<file path="config.mk">
export PLATFORM = sky130hd
export DESIGN_NAME = bitcount_scheduler
export DESIGN_NICKNAME = d
export VERILOG_FILES = /design/src/rtl/bitcount_scheduler.sv
export SDC_FILE = /design/constraint.sdc
export NUM_CORES = 1
export LEC_CHECK = 0
export ABC_AREA = 1
export BUFFER_PORTS_ARGS = -buffer_cell sky130_fd_sc_hd__buf_2
export CORE_UTILIZATION = 25
export CTS_BUF_LIST = sky130_fd_sc_hd__clkbuf_8 sky130_fd_sc_hd__clkbuf_16
export DETAILED_ROUTE_END_ITERATION = 8
export PLACE_DENSITY_LB_ADDON = 0.15
export SLEW_MARGIN = 20
export SYNTH_ARGS = -nofsm -noshare
export SYNTH_HDL_FRONTEND = slang
export SYNTH_SLANG_ARGS = --single-unit
</file>
<file path="constraint.sdc">
create_clock -name clk -period 5.4 [get_ports clk]
set_clock_uncertainty 0.05 [all_clocks]
set_input_delay 0.27 -clock clk [delete_from_list [all_inputs] [get_ports clk]]
set_output_delay 0.27 -clock clk [all_outputs]
set_load 0.02 [all_outputs]
</file>
<file path="src/rtl/bitcount_scheduler.sv">
// Shared iterative CTZ / CLZ / CPOP engine for two issue lanes.
// A round-robin arbiter accepts one request at a time. The engine scans CHUNK
// bits per busy cycle, with early exit for CTZ/CLZ. A tagged result is returned
// over a valid/ready port.
module bitcount_scheduler #(
    parameter int unsigned CHUNK = 4,
    parameter int unsigned TAG_W = 4
) (
    input  logic             clk,
    input  logic             rst,
    input  logic             flush,
    input  logic             req0_valid,
    output logic             req0_ready,
    input  logic [1:0]       req0_op,
    input  logic [31:0]      req0_src,
    input  logic [TAG_W-1:0] req0_tag,
    input  logic             req1_valid,
    output logic             req1_ready,
    input  logic [1:0]       req1_op,
    input  logic [31:0]      req1_src,
    input  logic [TAG_W-1:0] req1_tag,
    output logic             res_valid,
    input  logic             res_ready,
    output logic [31:0]      res_data,
    output logic [TAG_W-1:0] res_tag,
    output logic             res_lane
);

    typedef enum logic [1:0] {IDLE, BUSY, DONE} state_t;

    localparam logic [1:0] OP_CLZ  = 2'b01;
    localparam logic [1:0] OP_CPOP = 2'b10;
    localparam logic [1:0] OP_RSVD = 2'b11;
    localparam logic [5:0] STEP    = 6'(CHUNK);
    localparam logic [5:0] LAST_IX = 6'(32 - CHUNK);

    state_t           state, state_nx;
    logic             rr_last;
    logic [31:0]      src_q;
    logic [1:0]       op_q;
    logic [5:0]       cnt, idx;

    logic             grant, accept;
    logic [1:0]       sel_op;
    logic [31:0]      sel_src, sel_rev;
    logic [TAG_W-1:0] sel_tag;

    logic [CHUNK-1:0] chunk;
    logic [5:0]       chunk_tz, chunk_pop, cnt_nx;
    logic             chunk_hit, is_cpop, finish;

    // Round-robin arbitration and request selection; readies held low in reset and flush.
    always_comb begin
        if (req0_valid && req1_valid) grant = ~rr_last;
        else                          grant = req1_valid;
        req0_ready = (state == IDLE) && !flush && !rst && req0_valid && !grant;
        req1_ready = (state == IDLE) && !flush && !rst && req1_valid &&  grant;
        accept     = req0_ready || req1_ready;
        sel_op     = grant ? req1_op  : req0_op;
        sel_src    = grant ? req1_src : req0_src;
        sel_tag    = grant ? req1_tag : req0_tag;
        sel_rev    = '0;
        for (int unsigned i = 0; i < 32; i++) sel_rev[i] = sel_src[31 - i];
    end

    // Per-chunk trailing-zero and popcount; CLZ operands were reversed at capture.
    always_comb begin
        chunk     = src_q[CHUNK-1:0];
        chunk_tz  = STEP;
        chunk_hit = 1'b0;
        chunk_pop = '0;
        for (int unsigned i = 0; i < CHUNK; i++) begin
            chunk_pop = chunk_pop + 6'(chunk[i]);
            if (!chunk_hit && chunk[i]) begin
                chunk_tz  = 6'(i);
                chunk_hit = 1'b1;
            end
        end
        is_cpop = (op_q == OP_CPOP);
        cnt_nx  = cnt + (is_cpop ? chunk_pop : chunk_tz);
        finish  = (idx == LAST_IX) || (!is_cpop && chunk_hit);
    end

    // Next-state logic; flush overrides every transition.
    always_comb begin
        state_nx = state;
        case (state)
            IDLE: if (accept) state_nx = (sel_op == OP_RSVD) ? DONE : BUSY;
            BUSY: if (finish) state_nx = DONE;
            DONE: if (res_ready) state_nx = IDLE;
            default: state_nx = IDLE;
        endcase
        if (flush) state_nx = IDLE;
    end

    // State register.
    always_ff @(posedge clk or posedge rst) begin
        if (rst) state <= IDLE;
        else     state <= state_nx;
    end

    // Operand capture, chunk scan and result registers.
    always_ff @(posedge clk or posedge rst) begin
        if (rst) begin
            rr_last  <= 1'b1;
            src_q    <= '0;
            op_q     <= '0;
            cnt      <= '0;
            idx      <= '0;
            res_data <= '0;
            res_tag  <= '0;
            res_lane <= 1'b0;
        end else if (accept) begin
            rr_last  <= grant;
            src_q    <= (sel_op == OP_CLZ) ? sel_rev : sel_src;
            op_q     <= sel_op;
            cnt      <= '0;
            idx      <= '0;
            res_data <= '0;
            res_tag  <= sel_tag;
            res_lane <= grant;
        end else if (state == BUSY && !flush) begin
            src_q <= src_q >> CHUNK;
            cnt   <= cnt_nx;
            idx   <= idx + STEP;
            if (finish) res_data <= {26'b0, cnt_nx};
        end
    end

    // Result valid exactly while the finished result is held.
    always_comb res_valid = (state == DONE);

endmodule

</file>
# Word-level counts from Yosys, hierarchy flattened
# Index checks and enable logic that the tools add are counted.
# word_totals
word_cells,79
inputBits,82
out_inout_bits,40
reg_bits,86
# op_classes
muxes,29
reduce_logical,26
n_addsub,5
eq_ne,9
bitwise_logic,1
# ops
cell,count
32-bit 2-to-1 mux,7
6-bit 2-to-1 mux,7
1-bit logical AND,12
2-bit 2-to-1 mux,6
1-bit zero test,7
"6-bit by 3-bit adder with 6-bit output, second input constant",1
6-bit adder,1
"2-bit == test, second input constant",3
"6-bit by 5-bit == test with 1-bit output, second input constant",1
3-bit 2-to-1 mux,2
"3-bit inequality test, second input constant",2
2-bit one-hot mux with 3 select lines,1
1-bit 2-to-1 mux,5
3-bit by 1-bit adder with 4-bit output,1
"2-bit by 1-bit == test with 1-bit output, second input constant",2
4-bit 2-to-1 mux,1
2-bit nonzero test,2
2-bit by 1-bit adder with 3-bit output,1
"3-bit by 2-bit inequality test with 1-bit output, second input constant",1
3-bit AND reduction,1
1-bit by 1-bit adder with 2-bit output,1
2-bit zero test,1
1-bit logical OR,2
2-bit AND reduction,1
1-bit NOT,1

# Depth between registers and ports, before layout
# Gate-level depths: netlist (run 1).
# logic_depth
depth_word,15
depth_mapped,17
mapped_depth_nobuf,17

# Worst setup path after synthesis (run 1)
# No wires, ideal clock.
# synth_timing
path_kind,register to register
start,register src_q[0]
end,register cnt[4]
arrival_time_ns,2.482
stages_incl_launch_ff,12
t_required_ns,5.224
period_less_slack_ns,2.658
path_slack_ns,2.742
n_path_buf,0
setup_time_ns,0.126
path_cell_list,dfrtp_1 fa_1 ha_1 ha_1 o21a_1 inv_1 fa_1 or2_2 nand2_1 nand3_1 nand3_1 o21ai_0
# synth_via
elab_chain_len,14
word_cells_on_any_way,20
cone_classes,add/sub: 4; mux: 10; reduce/logical: 6
# synth_rtl
element,line_no,source
start: declaration,39,logic [31:0] src_q;
start signal: assignment,115,src_q <= (sel_op == OP_CLZ) ? sel_rev : sel_src;
start signal: assignment,123,src_q <= src_q >> CHUNK;
branches (longest 10 deep; another with 3-bit by 1-bit adder with 4-bit output),--,
6-bit 2-to-1 mux (*),80,cnt_nx = cnt + (is_cpop ? chunk_pop : chunk_tz);
6-bit adder (*),80,
6-bit 2-to-1 mux (*),122,end else if (state == BUSY && !flush) begin
6-bit 2-to-1 mux (*),113,end else if (accept) begin
end signal: assignment,124,cnt <= cnt_nx;
end: declaration,41,"logic [5:0] cnt, idx;"
# Mark *: on every way between the ends. The select of a mux whose other input is x is not followed.
# A chain may end at the register's enable or synchronous reset.

# Worst setup path after layout (run 1)
# layout_timing
start,input rst
end,register cnt[4]
# layout_via
elab_chain_len,6
word_cells_on_any_way,9
cone_classes,mux: 1; reduce/logical: 8
# layout_rtl
element,line_no,source
start: declaration,10,"input logic rst,"
1-bit zero test (no line) (*),--,
1-bit logical AND (*),"56, 57",
"1-bit logical AND, on equally long branches (2 in a row)","56, 57",
1-bit logical OR (*),58,accept = req0_ready || req1_ready;
6-bit 2-to-1 mux / 2-bit nonzero test (equally long branches),--,
# Mark *: on every way between the ends. The rest lies on a longest branch, timed or not.

==> results by group, run 1 <==
Synthesis
  – Post-synth top area share: 0.352
  – Mapped Area: 0.00405 mm^2
  – Largest family of logic cells by synthesized area: simple AND/OR/NAND/NOR gates
  – Sequential area share after synthesis: 0.358
  – Simple-Gate Fraction of Synth Area: 0.327
  – Netlist cell types: 30
  – Mux share of post-synthesis cell area: 0
  – Seq cells post-synth: 58
  – Post-Syn Instances: 578
  – Post-Synth XOR/XNOR Area: 0.00432
  – FFs w/ async S/R, synth: 1.00
  – Syn avg cell area: 7.01 um^2
  – Area leader, netlist: dfrtp_1
  – Synth Flop Type: dfrtp_1
  – Yosys Warn Count: 0
  – Adder-Cell Fraction of Synth Area: 0.0377
  – Synth Area in Compound Gates: 0.115
  – Post-synth EDFFs: 0
  – Area contributors post-synth: dfrtp_1 35%, nand2_1 18%, nand3_1 10%

Global routing
  – Tot GR Track Use: 0.130
  – First-pass GRT wire length: roughly 17000 um
  – Gr ovfl total: 0
  – Initial antenna violation count: 0
  – Vias in the first global route: 3449
  – Pin count of the biggest net entering global routing: 73

Power and ir drop
  – Peak supply drop: about 0.00019 V
  – Leakage power: 2.64 nW
  – PwrDens: 451 mW/mm^2
  – Combinational share of power: 0.396
  – Register share of total power: 0.341
  – P_int: ~0.0013 W
  – Sw power: about 0.00087 W
  – Clock share of power: 0.263
  – Net Sw Frac: 0.400

Final layout
  – Area delta synth->final: 19.0%
  – Design Area, Final: 0.00482 mm^2
  – Diodes inserted: 0
  – # fillers: 1778
  – Fraction of layout cells with a size suffix above 1: 0.193
  – Fin nets: 750

Outcome
  – Status: completed

Floorplan
  – Core footprint: 0.0158 mm^2
  – Die Y: 129 um
  – Initial core utilization: 0.256
  – IO Pins: ~120
  – Die area: 0.0167 mm^2
  – Die X: 129 um
  – Site Rows: 46

Clocking
  – CTS sink cnt: 58
  – Clock Path Buffers: 2
  – Post-CTS Setup Bufs: 0
  – Cts bufs inserted: 9
  – CTS tree: built
  – H-Tree Depth: 3
  – Later-pin clock latency in the skew report: about 0.32 ns
  – Reg clk slew, reported paths: around 0.050 ns
  – Root Driver: clkbuf_16

Place
  – Dpl hpwl: between 7000 and 8000 um
  – GP Congestion: around 0.76
  – I/O Buffers: 95
  – Post-DP Area: 0.00451 mm^2

Setup path
  – Crit path required time: 5.58 ns
  – CP arrival: 3.18 ns
  – Crit start category: primary input
  – Crit Path Class: primary input to flip-flop
  – Setup crit end kind: flip-flop
  – CP Max Fanout: 48

Detailed routing
  – Post-route ant nets: 0
  – Starting DRT DRC Count: approximately 170
  – Vias: 3771
  – Routed len/inst: 11.9 um
  – First-pass DRT Iterations: 4
  – DRT Wirelength: 10500 um
  – DRC: 0
  – Number of vias per cell: 4.29

STA
  – Period utilization: 0.556
  – Tmin final: roughly 3 ns
  – Final hold vios: 0
  – Fmax: 333 MHz
  – Setup TNS: 0 ns
  – Max Slew Vio Count: 0
  – RSZ-0062 raised after global routing: false
  – Setup-failing EPs final: 0
  – Worst-margin pin slew: 0.940 ns
  – Headroom to the max-slew limit: 0.371

Worst hold path
  – Hold Crit Class: primary input to flip-flop

Run
  – Max-Cap Viols: 0
## stage by stage
step / power, W / util / std cells / hold WS (ns) / setup WS [ns]
after global routing: 0.00238 / 0.305 / 878 / 0.165 / 2.06
after detailed placement: 0.00163 / 0.285 / 861 / 0.244 / 2.45
final: 0.00217 / 0.305 / 878 / 0.158 / 2.40
after CTS: 0.00221 / 0.305 / 878 / 0.151 / 2.32
after floorplan: 0.00143 / - / 603 / 0.375 / 2.74
after global placement: 0.00161 / 0.285 / 861 / 0.233 / 2.56
## flip-flops by register name (all words and copies together), names as in the netlist
register and count:
cnt 6, res_lane 1, src_q 32, op_q 2
idx 4, res_data 6, rr_last 1, res_tag 4
state 2
## path summary, 6_finish.rpt
kind,slack (ns),startpoint,end,cells after the start
max in group asynchronous,3.92,rst,src_q[9],4
hold / removal,0.16,req0_tag[1],res_tag[1],3
setup / recovery,2.40,rst,cnt[4],8
hold reg to reg,0.41,res_data[4],res_data[4],2
min in group asynchronous,0.45,rst,src_q[17],3
setup reg to reg,2.49,rr_last,src_q[25],9
## Yosys cell counts (all sizes together) (2+ instances only)
cell    number
nand2      203
nand3       81
inv         62
dfrtp       57
buf         53
o21ai       40
a21boi      26
nor2        20
ha           9
nand4        6
a31oi        4
clkbuf       2
fa           2
nor3         2
o21a         2
o22ai        2
xor2         2
## routing by layer
metal  up-vias  wire length [um]  GRT usage
li1       1945                 -          -
met1      1711              5310      0.183
met2       105              4540      0.197
met3        10               442     0.0211
met4         0               182     0.0561
met5         -                 0          0
## area by class of cell
class | instances | area [um^2] | share of cell area
clock inverters | 5 | 46.3 | 0.00960
inverters | 62 | 233 | 0.0483
clock buffers | 11 | 253 | 0.0524
repair buffers | 98 | 500 | 0.104
well taps | 216 | 270 | 0.0560
multi-input cells | 428 | 2070 | 0.429
flip-flops and latches | 58 | 1450 | 0.301
## power groups by stage
stage | Sequential (W) | Combinational [W] | Clock (W)
floorplan | 0.000753 | 0.000675 | 0
global placement | 0.000747 | 0.000865 | 0
detailed placement | 0.000747 | 0.000882 | 0
CTS | 0.000744 | 0.000880 | 0.000586
global route | 0.000769 | 0.00100 | 0.000605
finish | 0.000742 | 0.000860 | 0.000571
## critical path: stages
cell           delay (ns)
dlygate4sd3_1        0.53
buf_2                0.11
inv_2                0.15
nand4_1              0.22
nand2_2              0.55
nor2_4               0.94
inv_1                0.16
o21ai_0              0.21
## logic make-up after synthesis
| family | Yosys count |
|---|---|
| AND/OR/NAND/NOR | 314 |
| buffers and inverters | 117 |
| AO/OA/AOI/OAI | 75 |
| flip-flops | 58 |
| adder cells (fa/ha/maj) | 11 |
| XOR/XNOR | 2 |
| other | 1 |
## timing repair
item                      CTS  global route
hold buffers                1             0
resized for setup           0             0
hold endpoints to repair   13             0
## layout by cell type (no fill, tap or decap), drive strengths merged, types with 4 or more instances in the layout
master,netlist,layout
a21boi,26,26
buf,53,97
conb,1,26
nand3,81,81
nor2,20,20
clkbuf,2,11
o21ai,40,40
inv,62,65
ha,9,9
a31oi,4,4
dfrtp,57,57
nand4,6,6
nand2,203,203
(Power assumes the default switching activity.)
==> run 2, diff against run 1 <==
--- a/config.mk
+++ b/config.mk
@@ -5,7 +5,7 @@
 export SDC_FILE = /design/constraint.sdc
 export NUM_CORES = 1
 export LEC_CHECK = 0
-export ABC_AREA = 1
+export ABC_AREA = 0
 export BUFFER_PORTS_ARGS = -buffer_cell sky130_fd_sc_hd__buf_2
 export CORE_UTILIZATION = 25
 export CTS_BUF_LIST = sky130_fd_sc_hd__clkbuf_8 sky130_fd_sc_hd__clkbuf_16
==> constraint.sdc (replaced) <==
create_clock -name clk -period 2.6 [get_ports clk]
set_clock_uncertainty 0.05 [all_clocks]
set_input_delay 0.13 -clock clk [delete_from_list [all_inputs] [get_ports clk]]
set_output_delay 0.13 -clock clk [all_outputs]
set_load 0.02 [all_outputs]
==> results by group, run 2 <==
Setup path
  – Crit Path Class: flip-flop to flip-flop
  – Crit path required time: 2.76 ns
  – Reg-to-Reg End: res_data[5]
  – R2R Path Start: src_q[3]
  – Reg2Reg Depth: 10
  – Reg2reg setup slack: -0.15 ns
  – CP arrival: 2.91 ns
  – CP Max Fanout: 2
  – Setup crit end kind: flip-flop
  – Crit start category: flip-flop

Synthesis
  – Netlist cell types: 42
  – Sequential area share after synthesis: 0.360
  – Area leader, netlist: dfrtp_1
  – Area contributors post-synth: dfrtp_1 35%, mux2i_1 17%, mux2_2 9.2%
  – Post-synth EDFFs: 0
  – Adder-Cell Fraction of Synth Area: 0.0379
  – Syn avg cell area: 9.98 um^2
  – Largest family of logic cells by synthesized area: multiplexers
  – Synth Flop Type: dfrtp_1
  – Post-Synth XOR/XNOR Area: 0.0152
  – Post-Syn Instances: 404
  – Mux share of post-synthesis cell area: 0.263
  – Synth Area in Compound Gates: 0.151
  – Mapped Area: 0.00403 mm^2
  – Count leader, synth: mux2i_1
  – Yosys Warn Count: 0
  – Simple-Gate Fraction of Synth Area: 0.0804
  – Synth cell count leaders: 69 x mux2i_1, 57 x dfrtp_1, 33 x mux2_2, 33 x o21ai_1, 29 x nand2_1
  – FFs w/ async S/R, synth: 1.00
  – Post-synth top area share: 0.354
  – Seq cells post-synth: 58

STA
  – Period utilization: 1.06
  – Final hold vios: 0
  – Max Slew Vio Count: 0
  – Worst Setup Slack, final: -0.148 ns
  – Tmin final: between 2 and 3 ns
  – Headroom to the max-slew limit: 0.467
  – Fmax: 364 MHz
  – RSZ-0062 raised after global routing: true
  – Setup TNS: -0.389 ns
  – Setup-failing EPs final: 6
  – Worst-margin pin slew: 0.796 ns

Clocking
  – Cts bufs inserted: 9
  – Later-pin clock latency in the skew report: approximately 0.32 ns
  – CTS sink cnt: 58
  – Clock Path Buffers: 2
  – Root Driver: clkbuf_16
  – H-Tree Depth: 3
  – Reg clk slew, reported paths: 0.06 ns
  – CTS tree: built

Final layout
  – Design Area, Final: ~0.0051 mm^2
  – Diodes inserted: 0
  – Top flop regs: src_q: 32 flops, cnt: 6 flops, res_data: 6 flops
  – Max reg flops: 32
  – Fin nets: 601
  – Most common cell after layout, fill and taps aside: buf_2
  – Area delta synth->final: 27.0%
  – Commonest non-fill, non-tap cells in the layout: 95 x buf_2, 69 x mux2i_1, 57 x dfrtp_1
  – Fraction of layout cells with a size suffix above 1: 0.357
  – Top reg by flops: src_q

Detailed routing
  – Routed len/inst: 14.6 um
  – Starting DRT DRC Count: 112
  – Post-route ant nets: 0
  – DRT Wirelength: 10700 um
  – Vias: 3330
  – First-pass DRT Iterations: 4
  – Number of vias per cell: roughly 4.6
  – DRC: 0

Power and ir drop
  – Clock share of power: 0.275
  – Net Sw Frac: 0.350
  – Sw power: 0.00140 W
  – PwrDens: 783 mW/mm^2
  – Register share of total power: 0.354
  – P_int: ~0.0026 W
  – Peak supply drop: 0.000350 V
  – Leakage power: roughly 2.5 nW
  – Combinational share of power: 0.372

Global routing
  – Tot GR Track Use: 0.135
  – First-pass GRT wire length: roughly 17000 um
  – Initial antenna violation count: 0
  – Vias in the first global route: 3347
  – Pin count of the biggest net entering global routing: 47
  – Gr ovfl total: 0

Worst hold path
  – Hold wc startpoint: req1_tag[0]
  – Hold endpoint: res_tag[0]
  – Hold path cells: 3
  – Hold Crit Class: primary input to flip-flop

Run
  – Max-Cap Viols: 0

Floorplan
  – Initial core utilization: 0.255
  – Die area: roughly 0.017 mm^2
  – Core footprint: approximately 0.016 mm^2
  – Die Y: 129 um
  – IO Pins: between 100 and 150
  – Die X: 129 um
  – Site Rows: 46

Place
  – Post-DP Area: ~0.0048 mm^2
  – Dpl hpwl: a little under 8000 um
  – GP Congestion: 0.748
  – I/O Buffers: 95
  – Pre-CTS WS: -0.158 ns

Outcome
  – Status: complete, but fails checks
  – Failing checks: negative setup slack
[run 2: power by group through the flow]
stage	combinational (W)	clock, W	sequential (W)
finish	0.00149	0.00110	0.00142
global route	0.00168	0.00120	0.00146
CTS	0.00150	0.00114	0.00142
detailed placement	0.00143	0	0.00143
global placement	0.00142	0	0.00143
floorplan	0.000938	0	0.00143
[run 2: logic make-up after synthesis]
family,Yosys count
and+or+nand+nor,70
DFF,58
muxes,102
other,1
AOI/OAI and AO/OA,94
adders and majority gates,11
xor gates and xnor gates,7
buffers and inverters,61
[run 2: what timing repair did]
item | CTS | global route
cloned | 0 | 0
setup endpoints to repair | 5 | 8
hold buffers | 3 | 0
endpoints found under the hold margin | 14 | 0
gates resized for setup | 5 | 2
buffers inserted | 1 | 1
pin swaps | 4 | 3
[run 2: critical path, cell delays in order (launching register included)]
cell	delay, ns
dfrtp_1	0.40
fa_1	0.58
ha_4	0.15
ha_4	0.18
a22o_1	0.22
ha_1	0.29
a211oi_2	0.24
buf_4	0.15
nor2_2	0.03
xor2_1	0.14
o211a_1	0.20
[run 2: per-layer routing]
metal | part of all wire | up-vias | global-route usage
met5 | 0 | - | 0
met4 | 0.012 | 0 | 0.0478
met3 | 0.029 | 9 | 0.0233
met2 | 0.51 | 67 | 0.234
met1 | 0.45 | 1636 | 0.168
li1 | - | 1618 | -
[run 2: through the flow]
stage / hold slack [ns] / std cells / total power, W / util
global route: 0.0132 / 729 / 0.00434 / 0.324
CTS: 0.000220 / 728 / 0.00407 / 0.323
finish: 0.0157 / 729 / 0.00401 / 0.324
detailed placement: 0.0871 / 708 / 0.00286 / 0.301
global placement: 0.0816 / 708 / 0.00285 / 0.301
floorplan: 0.175 / 429 / 0.00237 / -
[run 2: final cells by class]
cell class | instances | area (um^2)
timing repair buffer | 120 | 696
inverter | 9 | 33.8
clock inverter | 6 | 41.3
multi-input combinational | 310 | 2390
tap | 216 | 270
clock buffer | 10 | 239
sequential | 58 | 1450
fill | 1663 | 10700
[run 2: worst max-delay path by stage]
stage	cells past startpoint	slack, ns	from	end
floorplan	9	0.01	src_q[0]	res_data[5]
detailed placement	9	-0.16	src_q[0]	res_data[3]
global route	10	-0.24	src_q[3]	res_data[5]
finish	10	-0.15	src_q[3]	res_data[5]
CTS	9	-0.12	src_q[0]	res_data[3]
global placement	9	-0.11	src_q[0]	res_data[3]
